[src/rtl/impact_bank_sequencer_if.sv]
// rtl/impact_bank_sequencer_if.sv - command/response bundle between front end and bank sequencer
interface impact_bank_sequencer_if #(
    parameter int ADDR_W = 10,
    parameter int BANK_W = 2
);
    logic              cmd_valid;
    logic              cmd_ready;
    logic              cmd_write;
    logic [BANK_W-1:0] cmd_bank;
    logic [ADDR_W-1:0] cmd_word;
    logic [31:0]       cmd_wdata;
    logic              rsp_valid;
    logic [31:0]       rsp_rdata;
    logic              busy;

    modport master (
        output cmd_valid, cmd_write, cmd_bank, cmd_word, cmd_wdata,
        input  cmd_ready, rsp_valid, rsp_rdata, busy
    );

    modport slave (
        input  cmd_valid, cmd_write, cmd_bank, cmd_word, cmd_wdata,
        output cmd_ready, rsp_valid, rsp_rdata, busy
    );
endinterface

[src/rtl/impact_bank_sequencer.sv]
// rtl/impact_bank_sequencer.sv - timed precharge/access/recover sequencer for the IMPACT SRAM banks
module impact_bank_sequencer #(
    parameter int ADDR_W  = 10,
    parameter int NBANKS  = 4,
    parameter int BANK_W  = 2,
    parameter int PRE_CYC = 2,
    parameter int ACC_CYC = 2
) (
    input  logic                     clk,
    input  logic                     rst,
    impact_bank_sequencer_if.slave   cmd_if,
    output logic [NBANKS-1:0]        sram_pre_o,
    output logic [NBANKS-1:0]        sram_read_en_o,
    output logic [NBANKS-1:0]        sram_write_en_o,
    output logic [ADDR_W-1:0]        sram_word_o,
    output logic [31:0]              sram_wdata_o,
    input  logic [32*NBANKS-1:0]     sram_rdata_i
);
    typedef enum logic [1:0] {S_IDLE, S_PRE, S_ACCESS, S_RECOVER} state_t;

    localparam int CNT_MAX = (PRE_CYC > ACC_CYC) ? PRE_CYC : ACC_CYC;
    localparam int CNT_W   = (CNT_MAX > 1) ? $clog2(CNT_MAX) : 1;

    state_t            state_q, state_d;
    logic [CNT_W-1:0]  cnt_q, cnt_d;
    logic              wr_q;
    logic [BANK_W-1:0] bank_q;
    logic [ADDR_W-1:0] word_q;
    logic [31:0]       wdata_q;
    logic [31:0]       rdata_q;
    logic [NBANKS-1:0] bank_oh;
    logic              accept;
    logic              capture;

    assign accept  = cmd_if.cmd_valid && (state_q == S_IDLE);
    // Read data is taken on the final access cycle while the wordline is still up.
    assign capture = (state_q == S_ACCESS) && (cnt_q == '0) && !wr_q;
    assign bank_oh = {{(NBANKS-1){1'b0}}, 1'b1} << bank_q;

    always_ff @(posedge clk or posedge rst) begin
        if (rst) begin
            state_q <= S_IDLE;
            cnt_q   <= '0;
            wr_q    <= 1'b0;
            bank_q  <= '0;
            word_q  <= '0;
            wdata_q <= '0;
            rdata_q <= '0;
        end else begin
            state_q <= state_d;
            cnt_q   <= cnt_d;
            if (accept) begin
                wr_q    <= cmd_if.cmd_write;
                bank_q  <= cmd_if.cmd_bank;
                word_q  <= cmd_if.cmd_word;
                wdata_q <= cmd_if.cmd_wdata;
            end
            if (capture) begin
                rdata_q <= sram_rdata_i[{bank_q, 5'd0} +: 32];
            end
        end
    end

    always_comb begin
        state_d = state_q;
        cnt_d   = cnt_q;
        case (state_q)
            S_IDLE: begin
                if (cmd_if.cmd_valid) begin
                    state_d = S_PRE;
                    cnt_d   = CNT_W'(PRE_CYC - 1);
                end
            end
            S_PRE: begin
                if (cnt_q == '0) begin
                    state_d = S_ACCESS;
                    cnt_d   = CNT_W'(ACC_CYC - 1);
                end else begin
                    cnt_d = cnt_q - 1'b1;
                end
            end
            S_ACCESS: begin
                if (cnt_q == '0) begin
                    state_d = S_RECOVER;
                end else begin
                    cnt_d = cnt_q - 1'b1;
                end
            end
            S_RECOVER: state_d = S_IDLE;
            default:   state_d = S_IDLE;
        endcase
    end

    // Enables and precharge decode from registered state only, so reset clears them at once.
    always_comb begin
        sram_pre_o       = '1;
        sram_read_en_o   = '0;
        sram_write_en_o  = '0;
        cmd_if.cmd_ready = (state_q == S_IDLE);
        cmd_if.busy      = (state_q != S_IDLE);
        cmd_if.rsp_valid = (state_q == S_RECOVER) && !wr_q;
        if (state_q == S_ACCESS) begin
            sram_pre_o = ~bank_oh;
            if (wr_q) begin
                sram_write_en_o = bank_oh;
            end else begin
                sram_read_en_o = bank_oh;
            end
        end
    end

    assign cmd_if.rsp_rdata = rdata_q;
    assign sram_word_o      = word_q;
    assign sram_wdata_o     = wdata_q;
endmodule

[src/flat_wrapper.sv]
// flat-port wrapper written by rule: the top's interface ports become plain ports
module impact_bank_sequencer_flat 
#(
    parameter int ADDR_W  = 10,
    parameter int NBANKS  = 4,
    parameter int BANK_W  = 2,
    parameter int PRE_CYC = 2,
    parameter int ACC_CYC = 2
)
  (clk, rst, sram_pre_o, sram_read_en_o, sram_write_en_o, sram_word_o, sram_wdata_o, sram_rdata_i, cmd_if_cmd_valid, cmd_if_cmd_write, cmd_if_cmd_bank, cmd_if_cmd_word, cmd_if_cmd_wdata, cmd_if_cmd_ready, cmd_if_rsp_valid, cmd_if_rsp_rdata, cmd_if_busy);
  impact_bank_sequencer_if #(.ADDR_W(ADDR_W), .BANK_W(BANK_W)) cmd_if_i ();
  input  logic clk;
  input  logic rst;
  output logic [NBANKS-1:0] sram_pre_o;
  output logic [NBANKS-1:0] sram_read_en_o;
  output logic [NBANKS-1:0] sram_write_en_o;
  output logic [ADDR_W-1:0] sram_word_o;
  output logic [31:0] sram_wdata_o;
  input  logic [32*NBANKS-1:0] sram_rdata_i;
  input wire logic [$bits(cmd_if_i.cmd_valid)-1:0] cmd_if_cmd_valid;
  input wire logic [$bits(cmd_if_i.cmd_write)-1:0] cmd_if_cmd_write;
  input wire logic [$bits(cmd_if_i.cmd_bank)-1:0] cmd_if_cmd_bank;
  input wire logic [$bits(cmd_if_i.cmd_word)-1:0] cmd_if_cmd_word;
  input wire logic [$bits(cmd_if_i.cmd_wdata)-1:0] cmd_if_cmd_wdata;
  output wire logic [$bits(cmd_if_i.cmd_ready)-1:0] cmd_if_cmd_ready;
  output wire logic [$bits(cmd_if_i.rsp_valid)-1:0] cmd_if_rsp_valid;
  output wire logic [$bits(cmd_if_i.rsp_rdata)-1:0] cmd_if_rsp_rdata;
  output wire logic [$bits(cmd_if_i.busy)-1:0] cmd_if_busy;
  assign cmd_if_i.cmd_valid = cmd_if_cmd_valid;
  assign cmd_if_i.cmd_write = cmd_if_cmd_write;
  assign cmd_if_i.cmd_bank = cmd_if_cmd_bank;
  assign cmd_if_i.cmd_word = cmd_if_cmd_word;
  assign cmd_if_i.cmd_wdata = cmd_if_cmd_wdata;
  assign cmd_if_cmd_ready = cmd_if_i.cmd_ready;
  assign cmd_if_rsp_valid = cmd_if_i.rsp_valid;
  assign cmd_if_rsp_rdata = cmd_if_i.rsp_rdata;
  assign cmd_if_busy = cmd_if_i.busy;
  impact_bank_sequencer #(.ADDR_W(ADDR_W), .NBANKS(NBANKS), .BANK_W(BANK_W), .PRE_CYC(PRE_CYC), .ACC_CYC(ACC_CYC)) u_core (.clk(clk), .rst(rst), .cmd_if(cmd_if_i), .sram_pre_o(sram_pre_o), .sram_read_en_o(sram_read_en_o), .sram_write_en_o(sram_write_en_o), .sram_word_o(sram_word_o), .sram_wdata_o(sram_wdata_o), .sram_rdata_i(sram_rdata_i));
endmodule
[config.mk]
export PLATFORM = sky130hd
export DESIGN_NAME = impact_bank_sequencer_flat
export DESIGN_NICKNAME = d
export VERILOG_FILES = /design/src/rtl/impact_bank_sequencer_if.sv /design/src/rtl/impact_bank_sequencer.sv /design/src/flat_wrapper.sv
export SDC_FILE = /design/constraint.sdc
export NUM_CORES = 1
export LEC_CHECK = 0
export BUFFER_PORTS_ARGS = -buffer_cell sky130_fd_sc_hd__buf_2
export CAP_MARGIN = 25
export CORE_MARGIN = 2
export CORE_UTILIZATION = 30
export DETAILED_ROUTE_END_ITERATION = 10
export MAX_ROUTING_LAYER = met4
export PLACE_DENSITY = 0.64
export SLEW_MARGIN = 0
export SYNTH_ARGS = -nofsm -noshare
export SYNTH_HDL_FRONTEND = slang
export SYNTH_SLANG_ARGS = --single-unit
[constraint.sdc]
create_clock -name clk -period 3 [get_ports clk]
set_input_delay 0.6 -clock clk [delete_from_list [all_inputs] [get_ports clk]]
set_output_delay 0.6 -clock clk [all_outputs]
set_load 0.005 [all_outputs]
== After elaboration in Yosys (flattened, before gate mapping) ==
Index checks and enable logic that the tools add are counted.
Storage, ports and cells
  memory bits (writable): 0
  bits in registers: 80
  bits in read-only memories: 0
  latch bits: 0
  memories kept: 0
Operators by class
  bitwise logic cells: 2
  mux-type cells: 13
  magnitude comparators: 0
  eq/ne operators: 6
  $add $sub $neg: 1
  shift operators: 2
  reduce and logical (&&, ||, !) cells: 10
  divide/modulo/power cells: 0
  multipliers: 0
Operator list (number)
  indexed part select 128 x 8 -> 32 bit: 1
  2-to-1 mux 4 bit: 5
  one-hot mux 2 bit (4 select lines): 1
  2-to-1 mux 2 bit: 3
  != test 2 bit, second input constant: 3
  == test 2 bit, second input constant: 2
  logical AND 1 bit: 4
  inverter 4 bit: 1
  << shifter 1 x 2 -> 4 bit, first input constant: 1
  2-to-1 mux 1 bit: 3
  one-hot mux 1 bit (3 select lines): 1
  AND reduction 3 bit: 1
  nonzero test 3 bit: 1
  == test 2 x 1 -> 1 bit, second input constant: 1
  zero test 2 bit: 1
  AND reduction 2 bit: 1
  nonzero test 2 bit: 1
  zero test 1 bit: 1
  inverter 1 bit: 1
  subtractor 1 bit, second input constant: 1

== Longest topological paths before layout ==
  depth after elaboration: 3
  gate-level depth with buffers: 8
  mapped depth without buffers: 5

== Least setup slack after synthesis ==
OpenSTA, ideal clock, no wires.
  kind: register to register
  start: register u_core.state_q[0]
  end: register u_core.rdata_q[0], in the netlist u_core.cmd_if.rsp_rdata[0]
  data arrival time: 1.552 ns
  setup slack: 1.304 ns
  cell stages (with the launch flop): 9
  period minus slack after synthesis: 1.696 ns
  cells stage by stage: dfrtp_1 > inv_1 > ha_1 > buf_4 > or3b_1 > clkbuf_1 > buf_2 > nand2_1 > o221ai_1
Between the ends
  longest elaborated chain between the ends: 3
Ends and longest elaborated chain
  start, declared: line impact_bank_sequencer.sv:24  | state_t state_q, state_d;
  start signal, assigned: line impact_bank_sequencer.sv:50  | state_q <= state_d;
  == test 2 bit: line impact_bank_sequencer.sv:37  | assign capture = (state_q == S_ACCESS) && (cnt_q == '0) && !wr_q;
  logical AND 1 bit (2 in a row): line impact_bank_sequencer.sv:37
  end signal, assigned: line impact_bank_sequencer.sv:59  | rdata_q <= sram_rdata_i[{bank_q, 5'd0} +: 32];
  end, declared: line impact_bank_sequencer.sv:30  | logic [31:0] rdata_q;
Every way passes these cells.
A chain may end at the register's enable or synchronous reset.

== Final worst setup path ==
  start: register u_core.state_q[0]
  end: register u_core.rdata_q[31], in the netlist u_core.cmd_if.rsp_rdata[31]
Same word-level chain as after synthesis.

==> summary.txt <==
Place
  – IO Port Bufs: 264
  – DP Area: 5660 µm²
  – Final Wtd Congestion: 0.744
  – Final HPWL DP: 8600 µm

Clocking
  – Clk slew on worst S/H paths: 60 ps
  – H-tree Lvls: 3
  – Hold-fix buffers at CTS: 0
  – Worst skew pair latency: ~330 ps
  – CTS tree: built
  – CTS Root Buffer Type: clkbuf_16
  – CTS Buf Count: 9
  – Post-cts resize count: 0
  – Clock sinks: 80
  – Bufs on Longest Clock Path: 2
  – Post-CTS Setup Bufs: 0

Logic synthesis
  – Cells after Synth: around 320
  – Count leader, synth: dfrtp_1
  – Top cells by count, synth: dfrtp_1, mux2i_1, mux2_2
  – Sequential share of the synthesized area: 48.1%
  – Yosys warning count: 0
  – Distinct cells, synth: 23
  – Ys async rst share: 100%
  – Post-synth top flop: dfrtp_1
  – Post-Syn Area per Cell: roughly 13 µm²
  – Synthesized Nets: 503
  – Synth top area share: 48.1%
  – Synth top area cells: dfrtp_1, mux2i_1, mux2_2, o221ai_2, nand2_1
  – Largest area contributor in the netlist: dfrtp_1
  – Post-synth EDFFs: 0
  – Post-Syn Area: roughly 4200 µm²
  – Synth Register Bits: 80

Die
  – Die area: 14800 µm²
  – Core Box Area: between 10000 and 15000 µm²
  – Width of the die: 122 µm
  – Die H: 122 µm
  – Row cnt: 43
  – Initial Util: 30.3%
  – Io pins: between 200 and 300

Setup path
  – Worst Setup End Kind: flip-flop
  – Worst-path fanout max: 18
  – Critical Path Start: u_core.state_q[0]
  – Critical-path cell list: inv_1 -> ha_1 -> nand4bb_2 -> buf_4 -> o221ai_1
  – R2R depth: 5
  – Worst r2r src: u_core.state_q[0]
  – Worst setup endpoint: u_core.cmd_if.rsp_rdata[31]
  – CP required: ~3200 ps
  – Reg2reg setup slack: 680 ps
  – Reg2reg end: u_core.cmd_if.rsp_rdata[31]
  – Startpoint types: flip-flop
  – Crit Path Class: flip-flop to flip-flop
  – Arrival time of the worst setup path: 2560 ps
  – Worst path slowest cell: nand4bb_2
  – Largest stage delay, worst path: 610 ps

Final layout
  – Layout area overhead: 43.9%
  – Layout Nets: ~760
  – FILL cells: 1334
  – Final Util: 43.7%
  – Share of cells above drive strength 1: 63.2%
  – Final Cell Area: 5990 µm²

Global route
  – Overall Global Routing Usage: about 15%
  – Vias in the first global route: 3555
  – Initial antenna violation count: 2
  – GRT overflow: 0
  – Largest net degree at the start of global routing: 66
  – Global-route wire length before repair: 17000 µm

Power
  – Internal: 0.00373 W
  – Peak supply drop: around 0.37 mV
  – Power per cell area: 953 nW/µm²
  – Comb power frac: ~46%
  – Leakage: 3.08 nW
  – Sequential share of power: 34.5%
  – P_sw: approximately 0.0020 W
  – Sw Share: 34.6%
  – Clock Power Share: 19.7%

Timing
  – RSZ-0062 raised after global routing: false
  – Pins Over Slew Limit: 0
  – Fmax: 432 MHz
  – Slew HR: between 40% and 50%
  – Crit path time final: between 2000 and 2500 ps
  – Final Setup Violations: 0
  – Setup TNS: 0 ps
  – Fin crit share: 77.2%
  – Worst-Margin Slew: around 810 ps
  – Final Skew: 5.28 ps
  – Final hold violations: 0

Routing
  – ANT nets after route: 0
  – Initial drt markers: 80
  – Wire per inst: about 15 µm
  – First-pass iteration count of the detailed router: 4
  – DRC Markers: 0
  – Total Wirelength: 11300 µm
  – DR vias: approximately 3500
  – Post-DR vias/cell: 4.60

Hold path
  – Worst min path class: primary input to async pin

Run status
  – Status: finished clean

Flow run
  – Maximum capacitance violations: 0
## how the worst min path moves through the flow
stage	startpoint	endpoint	slack [ps]	depth (start not counted)
floorplan	u_core.cmd_if.rsp_rdata[0]	u_core.cmd_if.rsp_rdata[0]	480	2
global placement	u_core.cmd_if.rsp_rdata[30]	u_core.cmd_if.rsp_rdata[30]	470	2
detailed placement	u_core.cmd_if.rsp_rdata[17]	u_core.cmd_if.rsp_rdata[17]	470	2
CTS	rst	u_core.sram_wdata_o[14]	410	2
global route	rst	u_core.sram_wdata_o[13]	440	2
finish	rst	u_core.sram_wdata_o[27]	390	2
## cell families after synthesis
family / count (synthesis) / share of synthesized area (%)
buf+inv: 31 / 3.94
flops: 80 / 48.1
fa+ha+maj: 6 / 1.80
mux: 113 / 28.6
simple gates: 56 / 6.01
compound gates: 35 / 11.6
## power by group through the flow
stage / Sequential (W) / Clock (W) / Combinational (W)
detailed placement: 0.00198 / 0 / 0.00266
global route: 0.00204 / 0.00121 / 0.00289
floorplan: 0.00196 / 0 / 0.00167
CTS: 0.00197 / 0.00116 / 0.00266
finish: 0.00197 / 0.00112 / 0.00261
global placement: 0.00197 / 0 / 0.00255
## per-stage QoR
| step | instances | hold slack (ps) | setup WS [ps] | power, W |
|---|---|---|---|---|
| 2_1_floorplan | 321 | 480 | 348 | 0.00364 |
| 3_3_place_gp | 743 | 469 | 631 | 0.00452 |
| 3_5_place_dp | 744 | 466 | 532 | 0.00464 |
| 4_1_cts | 760 | 411 | 513 | 0.00580 |
| 5_1_grt | 763 | 445 | 494 | 0.00615 |
| 6_report | 763 | 387 | 683 | 0.00571 |
## placed cells by master, fill, tap and decap left out, drive strengths merged
master	n
buf	270
dfrtp	80
mux2i	67
mux2	46
nand2	36
o221ai	32
clkbuf	11
nor2	8
ha	6
inv	4
o21ai	3
nand2b	3
clkinv	3
diode	2
nor3	2
nand3b	2
clkinvlp	2
or4b	1
nand4bb	1
or3b	1
nor2b	1
nand3	1
bufinv	1
## layout make-up
type / instances / area, µm² / share of cell area (%)
flip-flops and latches: 80 / 2010 / 33.5
clock inverters: 5 / 55.1 / 0.919
well taps: 180 / 225 / 3.76
repair buffers: 270 / 1420 / 23.8
diodes: 2 / 5.00 / 0.0835
clock buffers: 11 / 253 / 4.22
multi-input cells: 210 / 2000 / 33.5
inverters: 5 / 20.0 / 0.334
## sequential cells by signal (all words and copies together), names as in the netlist
name                     flops
u_core.bank_q                2
u_core.wr_q                  1
u_core.sram_wdata_o         32
u_core.cmd_if.rsp_rdata     32
u_core.sram_word_o          10
u_core.state_q               2
u_core.cnt_q                 1
## worst max-delay path, delay by kind of cell (launching register included)
kind | cells | cell delay (ps)
compound gates | 1 | 220
flops | 1 | 400
fa+ha+maj | 1 | 340
simple gates | 1 | 610
buf+inv | 2 | 650
## routing by layer
metal,share of wire (%),up-vias,track usage (%)
met2,48,172,25.0
met5,0,-,-
met4,2.4,0,6.47
met3,8.5,20,3.51
met1,41,1636,17.7
li1,-,1684,-
Power figures use the tool's default switching activity.
